===== config.mk =====
export PLATFORM = sky130hd
export DESIGN_NAME = adc_sample_sequencer
export DESIGN_NICKNAME = d
export VERILOG_FILES = /design/src/rtl/adc_seq_pkg.sv /design/src/rtl/adc_rate_tick.sv /design/src/rtl/adc_sample_sequencer.sv
export SDC_FILE = /design/constraint.sdc
export NUM_CORES = 1
export LEC_CHECK = 0
export ABC_AREA = 1
export ABC_CLOCK_PERIOD_IN_PS = 2700
export CORE_UTILIZATION = 52
export CTS_BUF_LIST = sky130_fd_sc_hd__clkbuf_8 sky130_fd_sc_hd__clkbuf_16
export DETAILED_ROUTE_END_ITERATION = 16
export GPL_ROUTABILITY_DRIVEN = 0
export GPL_TIMING_DRIVEN = 1
export HOLD_SLACK_MARGIN = 0.1
export PLACE_DENSITY = 0.8
export RECOVER_POWER = 25
export SLEW_MARGIN = 20
export SYNTH_ARGS = -nofsm -noshare
export SYNTH_HDL_FRONTEND = slang
export SYNTH_HIERARCHICAL = 1
export SYNTH_SLANG_ARGS = --single-unit

===== constraint.sdc =====
create_clock -name iClk -period 2.7 [get_ports iClk]
set_input_delay 0.27 -clock iClk [delete_from_list [all_inputs] [get_ports iClk]]
set_output_delay 0.27 -clock iClk [all_outputs]
set_load 0.05 [all_outputs]

===== src/rtl/adc_seq_pkg.sv =====
// Shared definitions for the ADC sample sequencer: state encoding, default
// sample geometry and the drop-counter width.
package adc_seq_pkg;

  localparam int DefaultAdcDataWidth = 16;
  localparam int DefaultNumChannels  = 8;
  localparam int DropCountWidth      = 16;

  typedef enum logic [2:0] {
    IDLE,
    CONV,
    COLLECT,
    WRITE,
    WAIT_TICK
  } seqState_t;

  // Counter increment that sticks at all-ones instead of wrapping.
  function automatic logic [DropCountWidth-1:0] satInc(input logic [DropCountWidth-1:0] value);
    return (value == '1) ? value : value + 1'b1;
  endfunction

endpackage


===== src/rtl/adc_rate_tick.sv =====
// Sample-rate tick generator: counts a latched divider down to zero while
// running and emits a one-cycle tick every iDiv+1 cycles.
module adc_rate_tick #(
  parameter int pDivWidth = 16
) (
  input  logic                 iClk,
  input  logic                 iRstN,
  input  logic                 iRun,
  input  logic                 iLoad,
  input  logic [pDivWidth-1:0] iDiv,
  output logic                 oTick
);

  logic [pDivWidth-1:0] divLatch;
  logic [pDivWidth-1:0] tickCnt;

  // The divider is captured only on load, so later iDiv changes wait for the next start.
  always_ff @(posedge iClk or negedge iRstN) begin
    if (!iRstN) begin
      divLatch <= '0;
      tickCnt  <= '0;
    end else if (iLoad) begin
      divLatch <= iDiv;
      tickCnt  <= iDiv;
    end else if (iRun) begin
      if (tickCnt == '0) begin
        tickCnt <= divLatch;
      end else begin
        tickCnt <= tickCnt - 1'b1;
      end
    end
  end

  assign oTick = iRun && (tickCnt == '0);

endmodule


===== src/rtl/adc_sample_sequencer.sv =====
// Paces ADC conversions, assembles per-channel words into one sample and
// hands whole packets to the packer, tracking lost ticks and channel timeouts.
module adc_sample_sequencer
  import adc_seq_pkg::*;
#(
  parameter int pAdcDataWidth     = DefaultAdcDataWidth,
  parameter int pNumChannels      = DefaultNumChannels,
  parameter int pSamplesPerPacket = 15,
  parameter int pTimeoutCycles    = 255
) (
  input  logic                                  iClk,
  input  logic                                  iRstN,
  input  logic                                  iEnable,
  input  logic [15:0]                           iRateDiv,
  output logic                                  oAdcConv,
  input  logic                                  iAdcChValid,
  input  logic [pAdcDataWidth-1:0]              iAdcChData,
  output logic                                  oWrEn,
  output logic [pAdcDataWidth*pNumChannels-1:0] oAdcSampleData,
  input  logic                                  iPackerWrFull,
  input  logic                                  iClrErr,
  output logic                                  oBusy,
  output logic                                  oOverrun,
  output logic                                  oTimeout,
  output logic [DropCountWidth-1:0]             oDropCount
);

  localparam int ChIdxW  = (pNumChannels > 1) ? $clog2(pNumChannels) : 1;
  localparam int PktIdxW = (pSamplesPerPacket > 1) ? $clog2(pSamplesPerPacket) : 1;
  localparam int ToCntW  = $clog2(pTimeoutCycles + 1);

  localparam logic [ChIdxW-1:0]  LastCh  = ChIdxW'(pNumChannels - 1);
  localparam logic [PktIdxW-1:0] LastPkt = PktIdxW'(pSamplesPerPacket - 1);
  localparam logic [ToCntW-1:0]  LastTo  = ToCntW'(pTimeoutCycles - 1);

  seqState_t          state;
  seqState_t          nextState;
  logic [ChIdxW-1:0]  chIdx;
  logic [PktIdxW-1:0] pktIdx;
  logic [PktIdxW-1:0] pktIdxInc;
  logic [ToCntW-1:0]  toCnt;
  logic               tick;
  logic               tickLost;
  logic               storeWord;
  logic               wrFire;
  logic               timeoutHit;

  adc_rate_tick #(
    .pDivWidth(16)
  ) uRateTick (
    .iClk (iClk),
    .iRstN(iRstN),
    .iRun (state != IDLE),
    .iLoad((state == IDLE) && iEnable),
    .iDiv (iRateDiv),
    .oTick(tick)
  );

  assign pktIdxInc = (pktIdx == LastPkt) ? '0 : pktIdx + 1'b1;
  assign tickLost  = tick && ((state == CONV) || (state == COLLECT) || (state == WRITE));
  assign oBusy     = (state != IDLE);

  // Stopping is only allowed once the packet index is back at zero, so a
  // deasserted iEnable always drains to a packet boundary.
  always_comb begin
    nextState  = state;
    storeWord  = 1'b0;
    wrFire     = 1'b0;
    timeoutHit = 1'b0;
    case (state)
      IDLE: begin
        if (iEnable) nextState = CONV;
      end
      CONV: begin
        nextState = COLLECT;
      end
      COLLECT: begin
        if (iAdcChValid) begin
          storeWord = 1'b1;
          if (chIdx == LastCh) nextState = WRITE;
        end else if (toCnt == LastTo) begin
          timeoutHit = 1'b1;
          nextState  = (!iEnable && (pktIdx == '0)) ? IDLE : WAIT_TICK;
        end
      end
      WRITE: begin
        if (!iPackerWrFull) begin
          wrFire    = 1'b1;
          nextState = (!iEnable && (pktIdxInc == '0)) ? IDLE : WAIT_TICK;
        end
      end
      WAIT_TICK: begin
        if (tick) nextState = CONV;
      end
      default: begin
        nextState = IDLE;
      end
    endcase
  end

  always_ff @(posedge iClk or negedge iRstN) begin
    if (!iRstN) begin
      state          <= IDLE;
      oAdcConv       <= 1'b0;
      oWrEn          <= 1'b0;
      oAdcSampleData <= '0;
      chIdx          <= '0;
      pktIdx         <= '0;
      toCnt          <= '0;
    end else begin
      state    <= nextState;
      oAdcConv <= (nextState == CONV);
      oWrEn    <= wrFire;
      if (wrFire) pktIdx <= pktIdxInc;
      if (state == CONV) begin
        chIdx <= '0;
        toCnt <= '0;
      end else if (storeWord) begin
        chIdx <= chIdx + 1'b1;
        toCnt <= '0;
      end else if (state == COLLECT) begin
        toCnt <= toCnt + 1'b1;
      end
      for (int k = 0; k < pNumChannels; k++) begin
        if (storeWord && (chIdx == ChIdxW'(k))) begin
          oAdcSampleData[k*pAdcDataWidth +: pAdcDataWidth] <= iAdcChData;
        end
      end
    end
  end

  // A clear in the same cycle as a lost tick is applied first, so the tick still counts.
  always_ff @(posedge iClk or negedge iRstN) begin
    if (!iRstN) begin
      oOverrun   <= 1'b0;
      oTimeout   <= 1'b0;
      oDropCount <= '0;
    end else begin
      if (iClrErr) begin
        oOverrun   <= 1'b0;
        oTimeout   <= 1'b0;
        oDropCount <= '0;
      end
      if (tickLost) begin
        oOverrun   <= 1'b1;
        oDropCount <= iClrErr ? DropCountWidth'(1) : satInc(oDropCount);
      end
      if (timeoutHit) oTimeout <= 1'b1;
    end
  end

endmodule


==> run summary <==
Yosys reg bits - 198
drt initial violations - 470
area of the core - 16800 µm²
die span in y - 134 µm
post-synthesis cell type count - 45
Layout Nets - 1242
Clock Tree Buf Depth - 2
CP max FO - 5
CTS tree - done
fin. max-slew vios - 72
FP Rows - 47
commonest non-fill, non-tap cell in the layout - nand2_1
Fin. Hold Viols - 0
synthesized area per cell - 8.97 µm²
H-tree levels - 4
post-synthesis async set-or-reset flop share - 1.00
CP Launch Point - state[1]
GRT Total Usage - 0.262
Initial Util - 0.540
RSZ-0062 raised after global routing - false
worst slew pin tran - 1.85 ns
Critical Path Start Type - register
Worst-path clk slew - 0.07 ns
Avg Vias per Cell - 5.22
Vias - 7440
initial antenna violation count - 0
relative slew slack - -0.230
Antenna Violating Nets Remaining - 0
most frequent cells in the layout - nand2_1 (311), dfrtp_1 (198), clkdlybuf4s50_1 (185)
status - finished with violations
worst reg2reg startpoint - uRateTick/tickCnt[0]
Top Family by Delay on Critical Path - buffers and inverters
Post-Place Worst Slack - 0.550 ns
clk root buf - clkbuf_16
Final min period - 2.25 ns
Wirelength per Cell - 15.8 µm
Maximum Capacitance Violations - 1
final WL - 22.5 mm
Chip Width - 134 µm
Fillers - 1371
setup TNS - 0 ns
first drt pass iteration count - 4
Post-synth EDFFs - 0
Post-Syn Instances - 1012
setup ws final - 0.452 ns
CP Class - register to primary output
setup violators final - 0
Cell Area, Synth - 9080 µm²
Setup Skew - 0.0138 ns
dpl hpwl - 15.7 mm
largest net degree at the start of global routing - 73
sequential cell area fraction in the yosys report - 0.546
violated checks - max-capacitance violations, max-slew violations
Ports - 187
Crit path largest cell delay - 0.74 ns
GRT Residual Overflow - 0
TritonCTS buffer count - 17
Max IR drop VDD - 0.857 mV
Worst Path Buf+Inv - 1
Worst Path Arrival - 1.98 ns
Layout Area Growth over Synthesis - 27.1%
cell chain of the critical path - nor2_2 -> nand2_1 -> clkdlybuf4s50_1
vias in the first global route - 7323
DR DRC count - 0
hold slack - 0.396 ns
die area - 18000 µm²
leakage - 5.30 nW
Register-to-Register Setup Slack - 0.51 ns
HP Class - input port to register
layout cells sized above 1 - 0.0920
HP Start - iRateDiv[14]
Max Freq - 445 MHz
ANT cells - 0
global-route wire length before repair - 36.9 mm
syn nets - 1061
IO buf count - 186
nature of the critical path endpoint - primary output
period utilization - 0.832
Final Core Density - 0.686
Yosys Warn Count - 6
Post-CTS Setup Inserts - 0
Clock Latency Late Sink - 0.44 ns
critical path required time - 2.43 ns
clk sink count - 198
power per cell area - 1200 nW/µm²
CP max-delay cell - clkdlybuf4s50_1
ys flop type - dfrtp_1
what timing repair did:
item / 4_1_cts / 5_1_grt
endpoints found under the setup margin: 0 / 0
gates resized for setup: 0 / 0
hold buffers: 1 / 0
endpoints found under the hold margin: 67 / 0
worst min-delay path, cell delays in order:
cell	delay, ns
clkdlybuf4s50_1	0.42
nand2_1	0.06
nand2_1	0.05
path summary, 6_finish.rpt:
check	cells after the start	endpoint
worst max-delay path	3	oBusy
worst min-delay path	3	uRateTick/divLatch[14]
worst max register to register	12	oDropCount[9]
worst min register to register	2	uRateTick/divLatch[13]
max in group asynchronous	3	toCnt[2]
min in group asynchronous	2	oAdcSampleData[30]
logic make-up after synthesis:
| logic type | count (synthesis) | share of synthesized area |
|---|---|---|
| AOI/OAI and AO/OA | 203 | 0.126 |
| DFF | 198 | 0.546 |
| xor gates and xnor gates | 7 | 0.00675 |
| adders and majority gates | 11 | 0.0152 |
| buffers and inverters | 115 | 0.0710 |
| and+or+nand+nor | 478 | 0.235 |
metrics by stage:
step / power, mW / instances / area [µm²]
finish: 13.8 / 1426 / 11500
global route: 14.6 / 1426 / 11500
CTS: 13.9 / 1426 / 11600
detailed placement: 11.4 / 1393 / 11000
global placement: 11.2 / 1393 / 11000
floorplan: 9.25 / 1012 / 9080
cells in the mapped netlist, drive strengths merged, types with 2 or more instances:
cell | instances | share of area
xor2 | 6 | 0.0058
dfrtp | 198 | 0.55
nor2 | 80 | 0.038
o21bai | 2 | 0.0017
o211ai | 2 | 0.0017
o21ai | 151 | 0.090
buf | 29 | 0.035
nand3 | 50 | 0.042
inv | 77 | 0.032
nand2 | 322 | 0.14
o31ai | 2 | 0.0017
a21oi | 40 | 0.026
nor3 | 6 | 0.0039
nand4 | 15 | 0.010
ha | 11 | 0.015
clkbuf | 7 | 0.0030
per-layer routing:
layer	track usage	vias to the layer above	share of wire
met4	0.0655	0	0.0099
met2	0.429	234	0.48
met5	0	-	0
li1	-	3653	-
met1	0.333	3534	0.43
met3	0.0933	19	0.082
where the power goes:
group          internal [mW]  total, mW  switching, mW
Combinational           2.13       6.67           4.54
Clock                   1.25       2.47           1.22
Sequential              3.97       4.67          0.700
area by class of cell:
cell class | instances | area [µm²] | area share
Inverter | 78 | 293 | 0.0254
Clock buffer | 18 | 439 | 0.0380
Timing Repair Buffer | 199 | 1970 | 0.170
Sequential cell | 198 | 4950 | 0.429
Multi-Input combinational cell | 699 | 3480 | 0.301
Tap cell | 220 | 275 | 0.0238
Clock inverter | 14 | 138 | 0.0119
sequential cells by signal, summed over array words and instances (netlist names):
name and cells:
chIdx 3, oAdcConv 1, oAdcSampleData 128, oDropCount 16, oOverrun 1, oTimeout 1
oWrEn 1, pktIdx 4, state 3, toCnt 8, uRateTick/divLatch 16, uRateTick/tickCnt 16
Power figures use the tool's default switching activity.
